==> src/rtl/dct_idct_frame_sched.sv <==
// -----------------------------------------------------------------------------
// dct_idct_frame_sched
//
// Frame-level scheduler for a dct -> idct chain. It meters a pixel stream into
// the dct while the dct reports it is reading, counts 8x8 blocks coming out of
// both transforms, drives the idct approximation select (rapx) from a block
// index window, and repacks idct results into an 8-bit output stream. It flags
// frame completion, input underflow and drain timeout.
//
// Ports:
//   clk, reset             clock, synchronous active-high reset
//   frame_start            one-cycle pulse, starts a frame (IDLE only)
//   num_blocks             blocks per frame (latched at frame_start, 0 = ignore)
//   apx_lo, apx_hi         rapx window [apx_lo, apx_hi) over block index
//   pix_valid/pix_data     input pixel stream
//   pix_ready              pixel accepted when pix_valid & pix_ready
//   dct_start, dct_din     to dct
//   dct_reading, dct_done  from dct
//   idct_done, idct_dout   from idct
//   rapx                   to idct, constant across a block
//   out_valid, out_pix     8-bit slice of idct_dout, 1-cycle latency
//   busy                   frame in progress (state != IDLE)
//   frame_done             one-cycle pulse at end of frame
//   err_underflow          sticky, cleared by an accepted frame_start
//   err_timeout            sticky, cleared by an accepted frame_start
// -----------------------------------------------------------------------------
module dct_idct_frame_sched #(
  parameter int DW        = 32,
  parameter int OUT_LSB   = 13,
  parameter int BLK_WORDS = 64,
  parameter int TO_CYCLES = 16384
) (
  input  logic          clk,
  input  logic          reset,
  input  logic          frame_start,
  input  logic [15:0]   num_blocks,
  input  logic [15:0]   apx_lo,
  input  logic [15:0]   apx_hi,
  input  logic          pix_valid,
  input  logic [DW-1:0] pix_data,
  output logic          pix_ready,
  output logic          dct_start,
  output logic [DW-1:0] dct_din,
  input  logic          dct_reading,
  input  logic          dct_done,
  input  logic          idct_done,
  input  logic [DW-1:0] idct_dout,
  output logic          rapx,
  output logic          out_valid,
  output logic [7:0]    out_pix,
  output logic          busy,
  output logic          frame_done,
  output logic          err_underflow,
  output logic          err_timeout
);

  localparam int WCW = $clog2(BLK_WORDS + 1);
  localparam int TOW = $clog2(TO_CYCLES + 1);
  localparam logic [21:0]    BLK_W22 = 22'(BLK_WORDS);
  localparam logic [WCW-1:0] BLK_WC  = WCW'(BLK_WORDS);
  localparam logic [TOW-1:0] TO_LIM  = TOW'(TO_CYCLES);

  typedef enum logic [1:0] {IDLE, FEED, DRAIN, DONE} state_t;

  state_t          state_q, state_d;
  logic [15:0]     nblk_q, nblk_d;
  logic [15:0]     lo_q, lo_d;
  logic [15:0]     hi_q, hi_d;
  logic [21:0]     in_cnt_q, in_cnt_d;
  logic [DW-1:0]   dct_din_q, dct_din_d;
  logic            dct_start_q, dct_start_d;
  logic [15:0]     dct_blk_q, dct_blk_d;
  logic            dct_done_prev_q;
  logic            rapx_q, rapx_d;
  logic [WCW-1:0]  wcnt_q, wcnt_d;
  logic [15:0]     out_blk_q, out_blk_d;
  logic            out_valid_q, out_valid_d;
  logic [7:0]      out_pix_q, out_pix_d;
  logic [TOW-1:0]  wd_q, wd_d;
  logic            err_uf_q, err_uf_d;
  logic            err_to_q, err_to_d;

  logic [21:0]     total;
  logic            in_lt_total;
  logic            dct_rise;
  logic            active;

  assign total       = {6'd0, nblk_q} * BLK_W22;
  assign in_lt_total = (in_cnt_q < total);
  assign dct_rise    = dct_done & ~dct_done_prev_q;
  assign active      = (state_q == FEED) || (state_q == DRAIN);

  assign pix_ready     = (state_q == FEED) & dct_reading & in_lt_total;
  assign dct_start     = dct_start_q;
  assign dct_din       = dct_din_q;
  assign rapx          = rapx_q;
  assign out_valid     = out_valid_q;
  assign out_pix       = out_pix_q;
  assign busy          = (state_q != IDLE);
  assign frame_done    = (state_q == DONE);
  assign err_underflow = err_uf_q;
  assign err_timeout   = err_to_q;

  always_comb begin
    state_d     = state_q;
    nblk_d      = nblk_q;
    lo_d        = lo_q;
    hi_d        = hi_q;
    in_cnt_d    = in_cnt_q;
    dct_din_d   = dct_din_q;
    dct_start_d = dct_start_q;
    dct_blk_d   = dct_blk_q;
    rapx_d      = rapx_q;
    wcnt_d      = wcnt_q;
    out_blk_d   = out_blk_q;
    out_valid_d = 1'b0;
    out_pix_d   = out_pix_q;
    wd_d        = wd_q;
    err_uf_d    = err_uf_q;
    err_to_d    = err_to_q;

    case (state_q)
      IDLE: begin
        if (frame_start && (num_blocks != 16'd0)) begin
          nblk_d      = num_blocks;
          lo_d        = apx_lo;
          hi_d        = apx_hi;
          err_uf_d    = 1'b0;
          err_to_d    = 1'b0;
          dct_start_d = 1'b1;
          rapx_d      = 1'b0;
          in_cnt_d    = '0;
          dct_blk_d   = '0;
          out_blk_d   = '0;
          wcnt_d      = '0;
          wd_d        = '0;
          state_d     = FEED;
        end
      end
      FEED: begin
        if (pix_valid && pix_ready) begin
          dct_din_d = pix_data;
          in_cnt_d  = in_cnt_q + 22'd1;
        end
        // The dct keeps reading the held dct_din when the source starves.
        if (dct_reading && !pix_valid && in_lt_total) begin
          err_uf_d = 1'b1;
        end
        if ((in_cnt_q == total) && !dct_reading) begin
          dct_start_d = 1'b0;
          wd_d        = '0;
          state_d     = DRAIN;
        end
      end
      DRAIN: begin
        // Watchdog measures cycles since the last output word (or DRAIN entry).
        wd_d = out_valid_q ? '0 : wd_q + 1'b1;
        if (out_blk_q == nblk_q) begin
          state_d = DONE;
        end else if (wd_d == TO_LIM) begin
          err_to_d = 1'b1;
          state_d  = DONE;
        end
      end
      DONE: begin
        state_d = IDLE;
      end
      default: begin
        state_d = IDLE;
      end
    endcase

    if (active) begin
      // rapx is decided once per block, from the index of the block whose
      // dct output burst is starting.
      if (dct_rise) begin
        dct_blk_d = dct_blk_q + 16'd1;
        rapx_d    = (lo_q <= dct_blk_q) && (dct_blk_q < hi_q);
      end
      if (idct_done) begin
        // Words past one block inside a single burst are dropped.
        if (wcnt_q < BLK_WC) begin
          out_valid_d = 1'b1;
          out_pix_d   = idct_dout[OUT_LSB +: 8];
          wcnt_d      = wcnt_q + 1'b1;
          if (wcnt_q == BLK_WC - 1'b1) begin
            out_blk_d = out_blk_q + 16'd1;
          end
        end
      end else begin
        wcnt_d = '0;
      end
    end
  end

  always_ff @(posedge clk) begin
    if (reset) begin
      state_q         <= IDLE;
      nblk_q          <= '0;
      lo_q            <= '0;
      hi_q            <= '0;
      in_cnt_q        <= '0;
      dct_din_q       <= '0;
      dct_start_q     <= 1'b0;
      dct_blk_q       <= '0;
      dct_done_prev_q <= 1'b0;
      rapx_q          <= 1'b0;
      wcnt_q          <= '0;
      out_blk_q       <= '0;
      out_valid_q     <= 1'b0;
      out_pix_q       <= '0;
      wd_q            <= '0;
      err_uf_q        <= 1'b0;
      err_to_q        <= 1'b0;
    end else begin
      state_q         <= state_d;
      nblk_q          <= nblk_d;
      lo_q            <= lo_d;
      hi_q            <= hi_d;
      in_cnt_q        <= in_cnt_d;
      dct_din_q       <= dct_din_d;
      dct_start_q     <= dct_start_d;
      dct_blk_q       <= dct_blk_d;
      dct_done_prev_q <= dct_done;
      rapx_q          <= rapx_d;
      wcnt_q          <= wcnt_d;
      out_blk_q       <= out_blk_d;
      out_valid_q     <= out_valid_d;
      out_pix_q       <= out_pix_d;
      wd_q            <= wd_d;
      err_uf_q        <= err_uf_d;
      err_to_q        <= err_to_d;
    end
  end

endmodule

==> config.mk <==
export PLATFORM = sky130hd
export DESIGN_NAME = dct_idct_frame_sched
export DESIGN_NICKNAME = d
export VERILOG_FILES = /design/src/rtl/dct_idct_frame_sched.sv
export SDC_FILE = /design/constraint.sdc
export NUM_CORES = 1
export LEC_CHECK = 0
export BUFFER_PORTS_ARGS = -buffer_cell sky130_fd_sc_hd__buf_2
export CORE_MARGIN = 1
export CORE_UTILIZATION = 40
export DETAILED_ROUTE_END_ITERATION = 10
export PLACE_DENSITY = 0.73
export SLEW_MARGIN = 25
export SYNTH_ARGS = -nofsm -noshare
export SYNTH_HDL_FRONTEND = slang
export SYNTH_SLANG_ARGS = --single-unit
==> constraint.sdc <==
create_clock -name clk -period 2.5 [get_ports clk]
set_input_delay 0.25 -clock clk [delete_from_list [all_inputs] [get_ports clk]]
set_output_delay 0.25 -clock clk [all_outputs]
set_load 0.02 [all_outputs]
After elaboration in Yosys (flattened, before gate mapping)
Index checks and enable logic that the tools add are counted.
{ "totals": {"ff_bits": 172, "inputBits": 119, "out_inout_bits": 48} }
{ "classes": {"addsub": 5, "n_lt_le_gt_ge": 4, "n_eq_ne": 14, "mux": 41, "n_bitwise": 6, "n_reduce_logical": 25} }
{ "op_table": {"columns": ["cell", "n"], "rows": [
  ["$mux 16", 10],
  ["$mux 15", 3],
  ["$pmux 15 s3", 1],
  ["$mux 22", 2],
  ["$pmux 22 s2", 1],
  ["$mux 7", 5],
  ["$add 16x1->16 const B", 2],
  ["$add 22x1->22 const B", 1],
  ["$eq 22x22->1", 1],
  ["$lt 22x22->1", 1],
  ["$reduce_and 3->1", 6],
  ["$eq 16x16->1", 1],
  ["$le 16x16->1", 1],
  ["$lt 16x16->1", 1],
  ["$reduce_bool 16->1", 1],
  ["$add 15x1->15 const B", 1],
  ["$eq 15x15->1 const B", 1],
  ["$mux 1", 11],
  ["$mux 2", 4],
  ["$ne 2x1->1 const B", 4],
  ["$pmux 2 s4", 1],
  ["$add 7x1->7 const B", 1],
  ["$eq 7x6->1 const B", 1],
  ["$lt 7x7->1 const B", 1],
  ["other kinds (16)", 33]
]} }

Logic depth before layout (Yosys ltp)
{ "logic_depth": {"ltp_word": 8, "mapped_depth": 11, "ltp_nobuf": 9} }

Least setup slack after synthesis
No wires, ideal clock.
{ "synth_timing": {"path_kind": "register to register", "start": "register nblk_q[13]", "end": "register in_cnt_q[21]", "setup_ns": 0.070, "t_arrival_ns": 2.601, "path_slack_ns": -0.170, "path_stages_with_launch": 11, "path_buffers": 1, "period_less_slack_ns": 2.670, "path_cell_list": "dfxtp_1 inv_1 ha_1 a211oi_1 o21ai_1 a211o_1 or3_1 clkbuf_1 a2111o_1 or3_1 a21oi_1"} }
{ "synth_via": {"elab_chain_len": 5} }
{ "synth_lines": {"columns": ["element", "line_no", "text"], "rows": [
  ["start, declared", "66", "logic [15:0] nblk_q, nblk_d;"],
  ["start signal, assigned", "217", "nblk_q <= nblk_d;"],
  ["$lt 22x22->1", "89", "assign in_lt_total = (in_cnt_q < total);"],
  ["$and 1x1->1", "93", "assign pix_ready = (state_q == FEED) & dct_reading & in_lt_total;"],
  ["$logic_and 1x1->1", "141", "if (pix_valid && pix_ready) begin"],
  ["$ne 2x1->1 (no line)", null, null],
  ["$reduce_and 3->1 (no line)", null, null],
  ["end signal, assigned", "220", "in_cnt_q <= in_cnt_d;"],
  ["end, declared", "69", "logic [21:0] in_cnt_q, in_cnt_d;"]
]} }
Every way passes these cells.
A chain may end at the register's enable or synchronous reset.

Worst setup path in the final report
{ "layout_timing": {"start": "register in_cnt_q[0]", "end": "register wd_q[7]"} }
{ "layout_via": {"elab_chain_len": 4} }
{ "layout_lines": {"columns": ["element", "line_no", "text"], "rows": [
  ["$eq 22x22->1", "149", "if ((in_cnt_q == total) && !dct_reading) begin"],
  ["$logic_and 1x1->1", "149", null],
  ["$ne 2x1->1 (no line)", null, null],
  ["$reduce_and 3->1 (no line)", null, null],
  ["end signal, assigned", "230", "wd_q <= wd_d;"],
  ["end, declared", "79", "logic [TOW-1:0] wd_q, wd_d;"]
]} }
Every way passes these cells.

==> flow_summary_export.csv <==
group,metric,value,unit
synthesis,avgSynthCellArea,8.09,sq um
place,dp_cells,1523,
worst_setup_path,cp.arrival,3.01,ns
synthesis,ys_ff_latch,172,
outcome,status,"complete, but fails checks",
synthesis,synthArstFlopShare,0,
synthesis,synth_top_area_cell,"dfxtp_1",
drt,routed_wl,23.0,mm
drt,top_layer_used,"met4",
worst_setup_path,worst-path-max-fanout,4,
floorplanning,dieArea,22400,sq um
timing,setup_viol,12,
synthesis,ys_top_cells_by_area,"dfxtp_1 40%, ha_1 8.3%, nand2_1 6.8%",
clock_network,clockBufferDepth,2,
grt,first_global_vias,7931,
synthesis,ys_seq_area_frac,0.395,
timing,hold_viol,0,
timing,rsz0062_at_grt,"true",
drt,detail_route.wl_per_cell,14.7,um
power,seq_power_share,0.344,
power,power.share.clock,0.300,
worst_hold_path,hold_path_class,"primary input to register",
grt,grt.total_usage,0.204,
grt,antenna_found_initial,2,
layout,final_cells,1568,
synthesis,synth_edf_count,0,
synthesis,yosys_warnings,0,
timing,skew,0.0113,ns
layout,syn2layout_area_growth,29.4,%
worst_setup_path,cp-start-kind,"register",
drt,viasPerCell,5.25,
synthesis,synth_cell_types,62,
place,port_buffers,142,
synthesis,synthCells,1077,
grt,grt_max_degree,39,
timing,tightest_slew,0.438,ns
grt,overflow,0,
drt,met2_length,11.0,mm
layout,nFillCells,1944,
power,combPwrFrac,0.355,
drt,wl_met3,1.23,mm
synthesis,synth.net_count,1254,
drt,ant_nets,0,
synthesis,synthFlopType,"dfxtp_1",
power,sw_frac_of_total,0.361,
floorplanning,die_y,150,um
power,peakVddDrop,435,uV
clock_network,ctsRootBufferMaster,"clkbuf_16",
worst_setup_path,critPathRequiredTime,2.85,ns
synthesis,synth_area,8710,sq um
timing,slew_violations,0,
floorplanning,io_pins,167,
timing,timing.final.crit_share,1.06,
layout,utilization,0.531,
clock_network,clk_pin_slew_worst_paths,0.08,ns
drt,drc_errors,0,
drt,drtIter0Drc,513,
floorplanning,core,21200,sq um
clock_network,ctsHtreeMaxLevel,4,
floorplanning,chipWidth,150,um
floorplanning,row_count,53,
outcome,failed_checks,"negative setup slack",
place,hpwl,16.2,mm
clock_network,clock_sinks,172,
run,maxCapViolations,0,
place,gp_congestion,0.831,
drt,wl_met1,10.4,mm
drt,route.vias.total,8238,
synthesis,synth_top_area_share,0.395,
power,p_leak,0.00486,uW
floorplanning,initial_core_util,0.411,
timing,fmaxAchievable,0.376,GHz
clock_network,cts_made_buffers,17,
timing,finalCriticalPeriod,2.66,ns
grt,grt_pass1_wl,36.7,mm
clock_network,insertion_delay,0.43,ns
layout,regArea,3460,sq um
worst_setup_path,end_kind,"register",
layout,multiInputGateArea,5140,sq um
timing,setup_ws,-0.158,ns
worst_setup_path,worstSetupPathType,"register to register",
synthesis,yosysMostFrequentCell,"dfxtp_1",
timing,slew_headroom,0.706,
layout,nets,1455,
power,p_int,5880,uW
power,power_density,815,nW/um^2
clock_network,cts_tree,"yes",
power,power.switching,3320,uW
layout,drive_gt1_frac,0.259,
synthesis,ys_top_cells_by_count,"172 x dfxtp_1, 159 x nand2_1, 116 x nor2_1",
drt,firstDrtPassIters,5,
==> cells by family after synthesis <==
group	after synthesis	share of synthesized area
xor+xnor	50	0.0503
buf+inv	118	0.0517
fa+ha+maj	58	0.0833
mux	38	0.0439
compound gates	211	0.147
simple gates	430	0.229
flops	172	0.395
==> worst max-delay path, cell delays in order, from the launching register on <==
cell      delay (ns)
dfxtp_2         0.33
inv_2           0.08
ha_4            0.13
or4b_4          0.44
or4_4           0.43
o31ai_4         0.23
o211ai_2        0.17
or2_4           0.28
or3_1           0.35
a21oi_1         0.15
==> power by group through the flow <==
stage	registers, uW	logic, uW	clock network [uW]
floorplan	3320	1690	0
global route	3200	3600	2930
detailed placement	3220	2860	0
global placement	3220	2810	0
finish	3170	3270	2760
CTS	3170	2910	2810
==> routing by layer <==
layer  GRT usage  up-vias
met5           0        -
met4      0.0658        0
met3      0.0476       35
met2       0.345      222
met1       0.253     3859
li1            -     4122
==> sequential cells by signal (all words and copies together) (netlist names), 8 cells and up <==
register   count
in_cnt_q      22
out_pix        8
lo_q          16
wd_q          15
out_blk_q     16
hi_q          16
dct_din       32
nblk_q        16
dct_blk_q     16
==> metrics by stage <==
stage	cell area (sq um)	setup TNS, ns	setup slack [ns]	total power [uW]	hold slack [ns]
2_1_floorplan	8740	-0.00179	-0.00179	5010	0.378
3_3_place_gp	10200	-1.16	-0.139	6020	0.435
3_5_place_dp	10200	-2.29	-0.187	6080	0.440
4_1_cts	10900	-0.825	-0.180	8880	0.0282
5_1_grt	11300	-3.10	-0.269	9730	0.0316
6_report	11300	-0.958	-0.158	9190	0.0432
==> timing repair <==
item	in CTS	in global routing
resized for setup	15	68
hold buffers	0	0
endpoints found under the setup margin	47	67
cloned	0	1
buffers inserted	5	5
pin swaps	8	21
==> final timing paths <==
| check | start | endpoint | slack (ns) | cells after the start |
|---|---|---|---|---|
| setup / recovery | in_cnt_q[0]$_SDFFE_PP0P_ | wd_q[7]$_SDFFE_PP0P_ | -0.16 | 9 |
| hold / removal | apx_lo[4] | lo_q[4]$_SDFFE_PP0P_ | 0.04 | 3 |
| setup reg to reg | in_cnt_q[0]$_SDFFE_PP0P_ | wd_q[7]$_SDFFE_PP0P_ | -0.16 | 9 |
| hold reg to reg | err_underflow$_SDFFE_PP0P_ | err_underflow$_SDFFE_PP0P_ | 0.45 | 2 |
==> cells in the final DEF, fill, tap and decap left out, types with 11 or more instances in the layout <==
master     synthesis  routed
o21ai_0           35      26
mux2i_1           36      35
xnor2_1           28      27
or3_1             16      13
inv_1             66      62
nand4_1           21      21
xor2_1            22      22
nand3b_1          11      11
and3_1            12      12
nand2_1          159     157
clkbuf_16          0      18
ha_1              58      49
buf_2              6     140
nand3_1           34      34
nor3_1            14      11
a21oi_1          109     104
buf_4              0      85
nor2_1           116     111
dfxtp_2            0      12
dfxtp_1          172     160
==> area by class of cell <==
class,instances,area share
clock buffers,18,0.0381
repair buffers,234,0.131
flip-flops and latches,172,0.307
diodes,2,0.000444
multi-input cells,787,0.456
clock inverters,14,0.0152
well taps,275,0.0305
inverters,66,0.0220
(Power assumes the default switching activity.)
